[config.mk]
export PLATFORM = sky130hd
export DESIGN_NAME = rf_writeback_unit_flat
export DESIGN_NICKNAME = d
export VERILOG_FILES = /design/src/rtl/rf_writeback_unit_pkg.sv /design/src/rtl/rf_writeback_unit_if.sv /design/src/rtl/rf_writeback_unit_wb_fifo.sv /design/src/rtl/rf_writeback_unit.sv /design/src/flat_wrapper.sv
export SDC_FILE = /design/constraint.sdc
export NUM_CORES = 1
export LEC_CHECK = 0
export CAP_MARGIN = 20
export CORE_MARGIN = 8
export CORE_UTILIZATION = 45
export DETAILED_ROUTE_END_ITERATION = 7
export HOLD_SLACK_MARGIN = 0.05
export PLACE_DENSITY_LB_ADDON = 0.25
export SLEW_MARGIN = 20
export SYNTH_ARGS = -nofsm -noshare
export SYNTH_HDL_FRONTEND = slang
export SYNTH_SLANG_ARGS = --single-unit
[constraint.sdc]
create_clock -name clk -period 3.9 [get_ports clk]
set_clock_uncertainty 0.05 [all_clocks]
set_input_delay 0.78 -clock clk [delete_from_list [all_inputs] [get_ports clk]]
set_output_delay 0.78 -clock clk [all_outputs]
set_load 0.005 [all_outputs]
[src/rtl/rf_writeback_unit_pkg.sv]
// rtl/rf_writeback_unit_pkg.sv - shared widths and result record for the register file write side
// Purpose: result width, register address width and the {rd, data} record
// carried by both result producers and the LSU result buffer.
package rf_writeback_unit_pkg;

    localparam int XLEN   = 32;
    localparam int REG_AW = 5;
    localparam int NREGS  = 1 << REG_AW;

    typedef struct packed {
        logic [REG_AW-1:0] rd;
        logic [XLEN-1:0]   data;
    } wb_req_t;

endpackage

[src/rtl/rf_writeback_unit_if.sv]
// rtl/rf_writeback_unit_if.sv - producer, scoreboard and register file port bundle
// Purpose: groups the ALU result port, the LSU valid/ready result port, the
// decode scoreboard port and the register file write port.
// Modports: master = producers/decode/register file side,
//           slave  = rf_writeback_unit.
interface rf_writeback_unit_if;
    import rf_writeback_unit_pkg::*;

    logic              alu_valid;
    logic [REG_AW-1:0] alu_rd;
    logic [XLEN-1:0]   alu_data;
    logic              lsu_valid;
    logic              lsu_ready;
    logic [REG_AW-1:0] lsu_rd;
    logic [XLEN-1:0]   lsu_data;
    logic              sb_set;
    logic [REG_AW-1:0] sb_rd;
    logic [NREGS-1:0]  pending;
    logic              rf_write;
    logic [REG_AW-1:0] A3;
    logic [XLEN-1:0]   WB_data;

    modport master (
        output alu_valid, alu_rd, alu_data,
        output lsu_valid, lsu_rd, lsu_data,
        output sb_set, sb_rd,
        input  lsu_ready, pending, rf_write, A3, WB_data
    );

    modport slave (
        input  alu_valid, alu_rd, alu_data,
        input  lsu_valid, lsu_rd, lsu_data,
        input  sb_set, sb_rd,
        output lsu_ready, pending, rf_write, A3, WB_data
    );

endinterface

[src/rtl/rf_writeback_unit_wb_fifo.sv]
// rtl/rf_writeback_unit_wb_fifo.sv - LSU result buffer, oldest-first
// Purpose: small circular buffer of wb_req_t records.
// Ports: clk, rst (sync, active-low), push/push_data, pop, head (oldest entry),
//        full, empty, count (number of held entries).
module wb_fifo
    import rf_writeback_unit_pkg::*;
#(
    parameter int DEPTH = 2
) (
    input  logic                     clk,
    input  logic                     rst,
    input  logic                     push,
    input  wb_req_t                  push_data,
    input  logic                     pop,
    output wb_req_t                  head,
    output logic                     full,
    output logic                     empty,
    output logic [$clog2(DEPTH):0]   count
);

    localparam int PW = $clog2(DEPTH);
    localparam int CW = PW + 1;

    wb_req_t         mem_q [DEPTH];
    wb_req_t         mem_d [DEPTH];
    logic [PW-1:0]   wr_ptr_q, wr_ptr_d;
    logic [PW-1:0]   rd_ptr_q, rd_ptr_d;
    logic [CW-1:0]   count_q, count_d;
    logic            do_push, do_pop;

    assign full  = (count_q == CW'(DEPTH));
    assign empty = (count_q == '0);
    assign count = count_q;
    assign head  = mem_q[rd_ptr_q];

    // A push into a full buffer or a pop from an empty one is ignored so the
    // pointers can never run past each other.
    assign do_push = push && !full;
    assign do_pop  = pop && !empty;

    always_comb begin
        mem_d    = mem_q;
        wr_ptr_d = wr_ptr_q;
        rd_ptr_d = rd_ptr_q;
        count_d  = count_q;
        if (do_push) begin
            mem_d[wr_ptr_q] = push_data;
            wr_ptr_d        = wr_ptr_q + PW'(1);
        end
        if (do_pop) begin
            rd_ptr_d = rd_ptr_q + PW'(1);
        end
        case ({do_push, do_pop})
            2'b10:   count_d = count_q + CW'(1);
            2'b01:   count_d = count_q - CW'(1);
            default: count_d = count_q;
        endcase
    end

    always_ff @(posedge clk) begin
        if (!rst) begin
            wr_ptr_q <= '0;
            rd_ptr_q <= '0;
            count_q  <= '0;
        end else begin
            wr_ptr_q <= wr_ptr_d;
            rd_ptr_q <= rd_ptr_d;
            count_q  <= count_d;
        end
    end

    // Storage needs no reset: an entry is only read after it was written.
    always_ff @(posedge clk) begin
        mem_q <= mem_d;
    end

endmodule

[src/rtl/rf_writeback_unit.sv]
// rtl/rf_writeback_unit.sv - register file write side: ALU/LSU merge, pending scoreboard
// Purpose: picks one result per cycle (ALU, else buffered LSU, else LSU bypass),
// registers it onto the register file write port, and tracks which
// architectural registers still have a write in flight.
// Ports: clk, rst (sync, active-low), bus (rf_writeback_unit_if.slave):
//        ALU result in, LSU valid/ready result in, sb_set/sb_rd from decode,
//        pending scoreboard out, rf_write/A3/WB_data to the register file.
module rf_writeback_unit
    import rf_writeback_unit_pkg::*;
#(
    parameter int FIFO_DEPTH = 2
) (
    input  logic                 clk,
    input  logic                 rst,
    rf_writeback_unit_if.slave   bus
);

    localparam int CW = $clog2(FIFO_DEPTH) + 1;

    wb_req_t           alu_req, lsu_req, fifo_head, sel_req;
    logic              fifo_full, fifo_empty;
    logic [CW-1:0]     fifo_count;
    logic              lsu_ready, lsu_xfer;
    logic              sel_valid, sel_pop, sel_byp, fifo_push;

    logic              rf_write_q, rf_write_d;
    logic [REG_AW-1:0] a3_q, a3_d;
    logic [XLEN-1:0]   wb_data_q, wb_data_d;
    logic [NREGS-1:0]  pending_q, pending_d;

    assign alu_req = '{rd: bus.alu_rd, data: bus.alu_data};
    assign lsu_req = '{rd: bus.lsu_rd, data: bus.lsu_data};

    // Ready depends only on registered occupancy, never on lsu_valid, so the
    // producer sees no combinational loop through this unit.
    assign lsu_ready = rst && (fifo_count < CW'(FIFO_DEPTH));
    assign lsu_xfer  = bus.lsu_valid && lsu_ready;

    // ALU first, then the oldest buffered LSU result, then a fresh LSU
    // result straight through; an LSU transfer that loses is buffered.
    always_comb begin
        sel_valid = 1'b0;
        sel_pop   = 1'b0;
        sel_byp   = 1'b0;
        sel_req   = alu_req;
        if (bus.alu_valid) begin
            sel_valid = 1'b1;
        end else if (!fifo_empty) begin
            sel_valid = 1'b1;
            sel_pop   = 1'b1;
            sel_req   = fifo_head;
        end else if (lsu_xfer) begin
            sel_valid = 1'b1;
            sel_byp   = 1'b1;
            sel_req   = lsu_req;
        end
        fifo_push = lsu_xfer && !sel_byp && !fifo_full;
    end

    wb_fifo #(
        .DEPTH (FIFO_DEPTH)
    ) u_wb_fifo (
        .clk       (clk),
        .rst       (rst),
        .push      (fifo_push),
        .push_data (lsu_req),
        .pop       (sel_pop),
        .head      (fifo_head),
        .full      (fifo_full),
        .empty     (fifo_empty),
        .count     (fifo_count)
    );

    // x0 results still occupy their slot but never reach the file.
    always_comb begin
        rf_write_d = sel_valid && (sel_req.rd != '0);
        a3_d       = sel_valid ? sel_req.rd   : a3_q;
        wb_data_d  = sel_valid ? sel_req.data : wb_data_q;
    end

    // Clear before set so an issue to a register in the same cycle its older
    // write retires leaves the new write pending.
    always_comb begin
        pending_d = pending_q;
        if (sel_valid && (sel_req.rd != '0)) begin
            pending_d[sel_req.rd] = 1'b0;
        end
        if (bus.sb_set && (bus.sb_rd != '0)) begin
            pending_d[bus.sb_rd] = 1'b1;
        end
        pending_d[0] = 1'b0;
    end

    always_ff @(posedge clk) begin
        if (!rst) begin
            rf_write_q <= 1'b0;
            a3_q       <= '0;
            wb_data_q  <= '0;
            pending_q  <= '0;
        end else begin
            rf_write_q <= rf_write_d;
            a3_q       <= a3_d;
            wb_data_q  <= wb_data_d;
            pending_q  <= pending_d;
        end
    end

    assign bus.lsu_ready = lsu_ready;
    assign bus.rf_write  = rf_write_q;
    assign bus.A3        = a3_q;
    assign bus.WB_data   = wb_data_q;
    assign bus.pending   = pending_q;

endmodule

[src/flat_wrapper.sv]
// flat-port wrapper written by rule: the top's interface ports become plain ports
module rf_writeback_unit_flat import rf_writeback_unit_pkg::*;
#(
    parameter int FIFO_DEPTH = 2
)
  (clk, rst, bus_alu_valid, bus_alu_rd, bus_alu_data, bus_lsu_valid, bus_lsu_rd, bus_lsu_data, bus_sb_set, bus_sb_rd, bus_lsu_ready, bus_pending, bus_rf_write, bus_A3, bus_WB_data);
  rf_writeback_unit_if bus_i ();
  input  logic clk;
  input  logic rst;
  input wire logic [$bits(bus_i.alu_valid)-1:0] bus_alu_valid;
  input wire logic [$bits(bus_i.alu_rd)-1:0] bus_alu_rd;
  input wire logic [$bits(bus_i.alu_data)-1:0] bus_alu_data;
  input wire logic [$bits(bus_i.lsu_valid)-1:0] bus_lsu_valid;
  input wire logic [$bits(bus_i.lsu_rd)-1:0] bus_lsu_rd;
  input wire logic [$bits(bus_i.lsu_data)-1:0] bus_lsu_data;
  input wire logic [$bits(bus_i.sb_set)-1:0] bus_sb_set;
  input wire logic [$bits(bus_i.sb_rd)-1:0] bus_sb_rd;
  output wire logic [$bits(bus_i.lsu_ready)-1:0] bus_lsu_ready;
  output wire logic [$bits(bus_i.pending)-1:0] bus_pending;
  output wire logic [$bits(bus_i.rf_write)-1:0] bus_rf_write;
  output wire logic [$bits(bus_i.A3)-1:0] bus_A3;
  output wire logic [$bits(bus_i.WB_data)-1:0] bus_WB_data;
  assign bus_i.alu_valid = bus_alu_valid;
  assign bus_i.alu_rd = bus_alu_rd;
  assign bus_i.alu_data = bus_alu_data;
  assign bus_i.lsu_valid = bus_lsu_valid;
  assign bus_i.lsu_rd = bus_lsu_rd;
  assign bus_i.lsu_data = bus_lsu_data;
  assign bus_i.sb_set = bus_sb_set;
  assign bus_i.sb_rd = bus_sb_rd;
  assign bus_lsu_ready = bus_i.lsu_ready;
  assign bus_pending = bus_i.pending;
  assign bus_rf_write = bus_i.rf_write;
  assign bus_A3 = bus_i.A3;
  assign bus_WB_data = bus_i.WB_data;
  rf_writeback_unit #(.FIFO_DEPTH(FIFO_DEPTH)) u_core (.clk(clk), .rst(rst), .bus(bus_i));
endmodule
# Word-level counts from Yosys, hierarchy flattened

Cells that the tools add are included.
W data, S select, Z words.

Muxes and demuxes: 23
Bitwise logic cells: 5
Magnitude comparators: 8
$add $sub $neg: 4
Shift operators: 0
Multiply operators: 0
Reductions and logical operators: 18
Divide/modulo/power cells: 0
Equality and inequality tests: 3

Operators by type and width:

| cell                  | count |
|---|---|
| $mux W37              | 7 |
| $bwmux W74            | 1 |
| $mux W32              | 2 |
| $demux W37 S1         | 1 |
| $and A32 B32 Y32      | 1 |
| $not A32 Y32          | 1 |
| $or A32 B32 Y32       | 1 |
| $lt A5 B6 Y1 const B  | 2 |
| $logic_and A1 B1 Y1   | 11 |
| $demux W1 S5          | 2 |
| $ge A5 B1 Y1 const B  | 2 |
| $reduce_bool A5 Y1    | 2 |
| $mux W1               | 9 |
| $eq A2 B2 Y1 const B  | 2 |
| $ge A2 B2 Y1 const B  | 2 |
| $not A1 Y2            | 2 |
| $pmux W2 S2           | 1 |
| $logic_not A1 Y1      | 3 |
| $add A1 B1 Y1 const B | 2 |
| $add A2 B1 Y2 const B | 1 |
| $eq A2 B1 Y1 const B  | 1 |
| $logic_not A2 Y1      | 1 |
| $lt A2 B1 Y1 const B  | 1 |
| $lt A2 B2 Y1 const B  | 1 |
| other kinds (2)       | 2 |

Memory bits (writable): 0
Memory bits (read-only): 0
Memories kept: 0
Bits of input ports: 84
Output and inout port bits: 71
Latch bits: 0
Register bits: 148

# Logic depth before layout (Yosys ltp)

Gate-level depths: netlist (run 1).

Depth in word-level cells: 15
Mapped depth: 8
Depth with buffers taken out: 6

# By module

A second synthesis (run 1) with hierarchy kept.

Cells, all modules: 631
Area, all modules: 6,648.9 µm²

Modules (own cells, without submodules):

| module            | area each (µm²) | cells each | times used |
|---|---|---|---|
| rf_writeback_unit | 3,786.1         | 491        | 1 |
| wb_fifo           | 2,862.7         | 140        | 1 |

# Worst setup path after synthesis (run 1)

OpenSTA, ideal clock, no wires.

Kind: in2reg
Start point: in bus_alu_valid
End point: reg u_core.u_wb_fifo.mem_q[0] (netlist name) (enable)
Arrival time: 3,032 ps
Stages: 4
Slack: 387 ps
Path buffers: 2
Cell sequence: buf_2 > clkbuf_1 > o21ai_0 > nor2_1

Word-level cells in the longest chain between the ends: 5

Ends and longest elaborated chain:

| element                          | line                            | source |
|---|---|---|
| start, declared                  | flat_wrapper.sv:10              | `input wire logic [$bits(bus_i.alu_valid)-1:0] bus_alu_valid;` |
| $mux W1                          | rf_writeback_unit.sv:46         | `if (bus.alu_valid) begin` |
| $logic_not A1 Y1                 | rf_writeback_unit.sv:57         | `fifo_push = lsu_xfer && !sel_byp && !fifo_full;` |
| $logic_and A1 B1 Y1 (2 in a row) | rf_writeback_unit.sv:57         |  |
| $logic_and A1 B1 Y1              | rf_writeback_unit_wb_fifo.sv:38 | `assign do_push = push && !full;` |
| end signal, assigned             | rf_writeback_unit_wb_fifo.sv:74 | `mem_q <= mem_d;` |
| end, declared                    | rf_writeback_unit_wb_fifo.sv:24 | `wb_req_t mem_q [DEPTH];` |

No other way between the ends.
A chain may end at the register's enable or synchronous reset.

# Worst setup path in the final report (run 1)

Start point: in bus_lsu_valid
End point: reg u_core.pending_q[16], in the netlist u_core.bus.pending[16]

Word-level cells in the longest chain between the ends: 13
Elaborated cells between the ends (all ways): 19

Ends and longest elaborated chain:

| element                                                            | line                     | source |
|---|---|---|
| start, declared                                                    | flat_wrapper.sv:13       | `input wire logic [$bits(bus_i.lsu_valid)-1:0] bus_lsu_valid;` |
| $logic_and A1 B1 Y1 *                                              | rf_writeback_unit.sv:37  | `assign lsu_xfer = bus.lsu_valid && lsu_ready;` |
| $mux W37                                                           | rf_writeback_unit.sv:52  | `end else if (lsu_xfer) begin` |
| $mux W37                                                           | rf_writeback_unit.sv:48  | `end else if (!fifo_empty) begin` |
| $mux W37                                                           | rf_writeback_unit.sv:46  |  |
| $lt A5 B6 Y1 (not written as such) or $ge A5 B1 Y1 (tied branches) | rf_writeback_unit.sv:86  | `pending_d[sel_req.rd] = 1'b0;` |
| $logic_and A1 B1 Y1 (not written as such)                          | rf_writeback_unit.sv:86  |  |
| $mux W1 (not written as such)                                      | rf_writeback_unit.sv:86  |  |
| $demux W1 S5                                                       | n/a                      |  |
| $not A32 Y32 (no line)                                             | n/a                      |  |
| $and A32 B32 Y32 (no line)                                         | n/a                      |  |
| $mux W32 *                                                         | rf_writeback_unit.sv:85  | `if (sel_valid && (sel_req.rd != '0)) begin` |
| $or A32 B32 Y32 (no line)                                          | n/a                      |  |
| $mux W32 *                                                         | rf_writeback_unit.sv:88  | `if (bus.sb_set && (bus.sb_rd != '0)) begin` |
| end signal, assigned                                               | rf_writeback_unit.sv:104 | `pending_q <= pending_d;` |
| end, declared                                                      | rf_writeback_unit.sv:29  | `logic [NREGS-1:0] pending_q, pending_d;` |

Every way passes the cells marked *; elsewhere a longest branch is shown, timed or not.

==> key figures, run 1 <==
Timing
  • Final Worst Setup Slack: 1010 ps
  • Rel. slew slack: 29.9%
  • Hold slack final: 431 ps
  • Period minus WS final: 2890 ps
  • Worst-margin pin slew: 1050 ps
  • RSZ-0062 raised after global routing: false
  • Final Max Tran Viols: 0
  • Setup TNS: 0 ps
  • Period Utilization, post-route: 74.1%
  • Final setup viols: 0
  • Final Hold Fails: 0
  • Fmax: 0.346 GHz

Power
  • NetSw: 1.28 mW
  • Leak pwr: 2.84 nW
  • Worst VDD drop: 0.343 mV
  • PwrDens: 520 mW/mm^2
  • Switching share of power: 29.0%
  • Pint: 3.15 mW
  • Comb pwr share: 25.1%
  • Clock Power Share: 33.4%
  • Sequential power share: 41.5%

Worst setup path
  • Worst EP required: 4100 ps
  • Critical-path maximum fanout: 7
  • WP data arrival: 3090 ps
  • Startpoint type of the worst setup path: primary input
  • CP Capture Type: flip-flop
  • Largest stage delay on the critical path: 730 ps
  • Crit-path slowest cell: nor3_1
  • Worst path cell trace: clkdlybuf4s50_1 > nor4bb_1 > a22o_1 > nor2_1 > nor3_1 > a31oi_1
  • Kind of critical path: in -> reg

Floorplan
  • Die H: 135 um
  • I/O pin total: 155
  • DIE WIDTH: 135 um
  • Std cell rows: 43
  • Die area: 0.0182 sq mm
  • Initial Util: 46.0%
  • Core area: 0.0138 sq mm

Cells and area
  • Final nets: 834
  • Filler cells: 1115
  • Commonest non-fill, non-tap cell in the layout: clkdlybuf4s50_1
  • N_diodes: 0
  • Syn-to-layout area delta: 34.1%
  • Most frequent cells in the layout: 151 x clkdlybuf4s50_1, 74 x nand2_1, 74 x edfxtp_1, 72 x dfxtp_1, 61 x nor2_1
  • Layout cells sized above 1: 6.69%

Clock network
  • Hold buffers post-CTS: 0
  • Clk buf depth: 2
  • Num CTS Buffers: 17
  • Post-CTS sizing: 0
  • Worst skew pair latency: 420 ps
  • Clock sinks: 147
  • CTS tree: yes
  • Reg clk slew, reported paths: 50 ps
  • Root Driver: clkbuf_16
  • Setup Fix Bufs, Post-CTS: 0
  • H-tree depth: 4

Detailed routing
  • DR WL met2: 8490 um
  • Wl on met1: 7760 um
  • DR WL met3: 1130 um
  • Antenna-violating nets left: 0
  • DR WL/cell: 18.8 um
  • First DRT Iteration DRCs: 457
  • Drt pass-1 iters: 5
  • DRC Markers: 0
  • Top sig layer: met4
  • DR vias/cell: 5.71
  • Vias: 5375
  • Drt total wl: 17700 um

Placement
  • Post-DP HPWL: 12000 um
  • PortBufs: 153
  • Setup slack at placement: 661 ps
  • Global placement routability congestion: 0.858

Flow run
  • Max-capacitance violation count: 0

Synth
  • Mapped Area: 0.00636 sq mm
  • Seq/Total Area, Yosys: 57.9%
  • Mapped Nets: 702
  • Main synth FF type: edfxtp_1
  • Warnings, synthesis: 0
  • Avg Inst Size Synth: 10.3 sq um
  • Fraction of registers with async set/reset: 0%
  • EDFF count, synth: 74
  • Yosys cell types: 47
  • Post-synthesis cell count: 617
  • Synth Register Bits: 147

Global route
  • Initial antenna violation count: 0
  • First-pass GRT wire length: 28000 um
  • Gr usage total: 19.3%
  • Grt ovf: 0
  • Vias in the first global route: 5320
  • Largest net degree at the start of global routing: 65

Run status
  • Outcome: finished clean

Min path
  • Hold WC Path Type: reg -> reg
[metrics by stage]
stage	cells	util [%]	instance area, sq um	total power [mW]
finish	942	61.7	8530	4.43
global route	942	61.7	8530	4.65
CTS	942	61.7	8530	4.46
detailed placement	910	57.8	7990	2.98
global placement	910	57.8	7990	2.95
floorplan	617	-	6360	2.56
[cell usage after synthesis (all sizes together) (5+ instances only)]
cell	instances	area share (%)
a311oi	22	3.0
and2	14	1.4
nor2b	24	2.4
edfxtp	74	35
and3	5	0.65
nor2	64	3.8
mux2i	15	2.4
a21oi	37	2.9
nand3	5	0.39
clkbuf	25	1.5
a31oi	22	2.2
dfxtp	73	23
o21ai	32	2.5
buf	26	2.4
nand2	74	4.4
o22ai	12	1.2
inv	5	0.30
a211oi	25	3.0
nor4	16	1.6
a22oi	14	1.7
[kinds of logic after synthesis]
| logic type | synth area share [%] |
|---|---|
| fa+ha+maj | 0.197 |
| xor+xnor | 0.551 |
| flops | 57.9 |
| buf+inv | 4.17 |
| other cells | 0.0590 |
| mux | 2.36 |
| compound gates | 18.4 |
| simple gates | 16.3 |
[power groups by stage]
stage               logic (mW)  registers (mW)  clock network [mW]
detailed placement        1.11            1.87                   0
global route              1.22            1.85                1.58
CTS                       1.12            1.84                1.51
global placement          1.09            1.86                   0
finish                    1.11            1.84                1.48
floorplan                0.718            1.84                   0
[critical path, delay by kind of cell]
family                 cells  cell delay, ps
AOI/OAI and AO/OA          2             430
and+or+nand+nor            3            1280
buffers and inverters      1             590
[per-layer routing]
metal  up-vias  global-route usage, %
met2       215                   31.0
met3        23                   4.61
met4         0                   7.74
li1       2563                      -
met1      2574                   24.6
met5         -                      0
[final timing paths]
kind / from / endpoint / slack (ps) / cells after the start
max: bus_lsu_valid / u_core.bus.pending[16] / 1010 / 6
min: u_core.bus.pending[26] / u_core.bus.pending[26] / 430 / 2
max reg2reg: u_core.u_wb_fifo.count[0] / u_core.bus.pending[16] / 1600 / 5
min reg2reg: u_core.bus.pending[26] / u_core.bus.pending[26] / 430 / 2
[layout make-up]
cell class | instances | area, sq um | area share [%]
tap | 180 | 225 | 2.64
clock buffer | 25 | 475 | 5.58
inverter | 5 | 18.8 | 0.220
clock inverter | 7 | 58.8 | 0.690
timing repair buffer | 164 | 1630 | 19.1
multi-input combinational | 414 | 2440 | 28.6
sequential | 147 | 3680 | 43.2
[state kept, by name (all words and copies together), names as in the netlist]
signal                     flops
u_core.bus.A3                  5
u_core.u_wb_fifo.rd_ptr_q      1
u_core.u_wb_fifo.count         2
u_core.u_wb_fifo.mem_q        74
u_core.bus.rf_write            1
u_core.bus.WB_data            32
u_core.bus.pending            31
u_core.u_wb_fifo.wr_ptr_q      1
Power figures use the tool's default switching activity.
==> run 2: changes to the inputs <==
==> constraint.sdc (replaced) <==
create_clock -name clk -period 2.5 [get_ports clk]
set_clock_uncertainty 0.05 [all_clocks]
set_input_delay 0.5 -clock clk [delete_from_list [all_inputs] [get_ports clk]]
set_output_delay 0.5 -clock clk [all_outputs]
set_load 0.005 [all_outputs]
==> key figures, run 2 (synthesis results as in run 1) <==
Worst setup path
  • Kind of critical path: in -> reg (unchanged)
  • Largest stage delay on the critical path: 570 ps (was 730 ps)
  • Critical-path maximum fanout: 17 (was 7)
  • Crit-path slowest cell: clkdlybuf4s50_1 (was nor3_1)
  • Worst path cell trace: clkdlybuf4s50_1 > a211o_1 > and2_1 > o221ai_1 > buf_4 > buf_4 > nor4_1 > o22ai_1 (was clkdlybuf4s50_1 > nor4bb_1 > a22o_1 > nor2_1 > nor3_1 > a31oi_1)
  • CP Capture Type: flip-flop (unchanged)
  • Startpoint type of the worst setup path: primary input (unchanged)
  • Worst EP required: 2740 ps (was 4100 ps)
  • Cell mode on critical path: buf_4
  • WP data arrival: 2450 ps (was 3090 ps)

Power
  • Comb pwr share: 25.6% (was 25.1%)
  • Worst VDD drop: 0.491 mV (was 0.343 mV)
  • Switching share of power: 28.9% (was 29.0%)
  • Sequential power share: 41.3% (was 41.5%)
  • NetSw: 2.01 mW (was 1.28 mW)
  • Pint: 4.95 mW (was 3.15 mW)
  • Leak pwr: 2.91 nW (was 2.84 nW)
  • PwrDens: 805 mW/mm^2 (was 520 mW/mm^2)
  • Clock Power Share: 33.1% (was 33.4%)

Clock network
  • Num CTS Buffers: 17 (unchanged)
  • H-tree depth: 4 (unchanged)
  • Setup Fix Bufs, Post-CTS: 0 (unchanged)
  • Clock sinks: 147 (unchanged)
  • Worst skew pair latency: 420 ps (about the same)
  • CTS tree: yes (unchanged)
  • Reg clk slew, reported paths: 60 ps (was 50 ps)
  • Hold buffers post-CTS: 0 (unchanged)
  • Root Driver: clkbuf_16 (unchanged)
  • Clk buf depth: 2 (unchanged)
  • Post-CTS sizing: 0 (unchanged)

Cells and area
  • FF+latch area: 0.00368 sq mm (unchanged)
  • Commonest non-fill, non-tap cell in the layout: clkdlybuf4s50_1 (unchanged)
  • Filler cells: 1103 (was 1115)
  • Most flop-heavy register: u_core.u_wb_fifo.mem_q (unchanged)
  • Final nets: 847 (was 834)
  • Syn-to-layout area delta: 36.0% (was 34.1%)
  • Most frequent cells in the layout: 151 x clkdlybuf4s50_1, 74 x nand2_1, 74 x edfxtp_1, 72 x dfxtp_1, 61 x nor2_1 (unchanged)
  • Max reg flops: 74 (unchanged)
  • Final non-filler cell total: 955 (was 942)
  • N_diodes: 0 (unchanged)
  • Layout cells sized above 1: 8.39% (was 6.69%)
  • Final instance area: 0.00864 sq mm (was 0.00853 sq mm)
  • Multi-input logic area: 0.00244 sq mm (unchanged)

Placement
  • DP Area: 0.00810 sq mm (was 0.00799 sq mm)
  • Post-DP HPWL: 12200 um (was 12000 um)
  • Global placement routability congestion: 0.834 (was 0.858)
  • Placed cells: 923 (was 910)
  • PortBufs: 153 (unchanged)

Detailed routing
  • Antenna-violating nets left: 0 (unchanged)
  • DRC Markers: 0 (unchanged)
  • Vias: 5411 (was 5375)
  • DR WL/cell: 18.4 um (was 18.8 um)
  • DR vias/cell: 5.67 (was 5.71)
  • First DRT Iteration DRCs: 353 (was 457)
  • Drt pass-1 iters: 5 (unchanged)
  • Drt total wl: 17600 um (was 17700 um)

Run status
  • Outcome: finished clean (unchanged)

Floorplan
  • Die H: 135 um (unchanged)
  • Std cell rows: 43 (unchanged)
  • Core area: 0.0138 sq mm (unchanged)
  • Die area: 0.0182 sq mm (unchanged)
  • I/O pin total: 155 (unchanged)
  • DIE WIDTH: 135 um (unchanged)
  • Initial Util: 46.0% (unchanged)

Timing
  • Final Max Tran Viols: 0 (unchanged)
  • Fmax: 0.452 GHz
  • Final setup viols: 0 (unchanged)
  • Rel. slew slack: 59.6% (was 29.9%)
  • RSZ-0062 raised after global routing: false (unchanged)
  • Worst-margin pin slew: 606 ps (was 1050 ps)
  • Final Hold Fails: 0 (unchanged)
  • Period minus WS final: 2210 ps
  • Period Utilization, post-route: 88.4%

Global route
  • First-pass GRT wire length: 28100 um (was 28000 um)
  • Gr usage total: 19.4% (was 19.3%)
  • Initial antenna violation count: 0 (unchanged)
  • Vias in the first global route: 5542 (was 5320)
  • Largest net degree at the start of global routing: 59 (was 65)
  • Grt ovf: 0 (unchanged)

Flow run
  • Max-capacitance violation count: 0 (unchanged)

Min path
  • Hold WC Path Type: reg -> reg (unchanged)
[run 2: area by class of cell]
class	count	area share (%)
clock buffers	28	5.98
flip-flops and latches	147	42.6
multi-input cells	414	28.2
clock inverters	4	0.261
well taps	180	2.61
inverters	5	0.217
repair buffers	177	20.1
[run 2: power groups by stage]
| stage | Sequential (mW) | Combinational [mW] | Clock, mW |
|---|---|---|---|
| floorplan | 2.87 | 1.12 | 0 |
| global placement | 2.91 | 1.75 | 0 |
| detailed placement | 2.92 | 1.79 | 0 |
| CTS | 2.88 | 1.80 | 2.34 |
| global route | 2.90 | 1.97 | 2.44 |
| finish | 2.87 | 1.78 | 2.31 |
[run 2: worst paths after layout]
| path | slack, ps | cells after the start | start | to |
|---|---|---|---|---|
| setup / recovery | 290 | 8 | bus_lsu_valid | u_core.bus.pending[29] |
| hold / removal | 400 | 2 | u_core.bus.A3[4] | u_core.bus.A3[4] |
| hold reg to reg | 400 | 2 | u_core.bus.A3[4] | u_core.bus.A3[4] |
| setup reg to reg | 370 | 5 | u_core.u_wb_fifo.count[0] | u_core.bus.pending[15] |
[run 2: layer usage]
layer	up-vias	part of all wire (%)	global-route usage, %
li1	2579	-	-
met1	2594	43	23.0
met2	203	48	32.0
met3	35	7.4	5.83
met4	0	2.4	8.30
met5	-	0	0
[run 2: per-stage QoR]
step	setup TNS (ps)	util, %	power, mW	setup WS (ps)	hold WS [ps]
after global routing	0	62.5	7.31	156	433
after global placement	-28.8	58.6	4.66	-14.4	393
after detailed placement	-1510	58.6	4.71	-103	397
final	0	62.5	6.96	290	401
after CTS	0	62.5	7.01	328	405
after floorplan	-11670	-	3.99	-158	398
[run 2: critical path: cells and delay by family]
kind	cells	cell delay (ps)
buffers and inverters	3	960
and+or+nand+nor	2	540
AOI/OAI and AO/OA	3	430
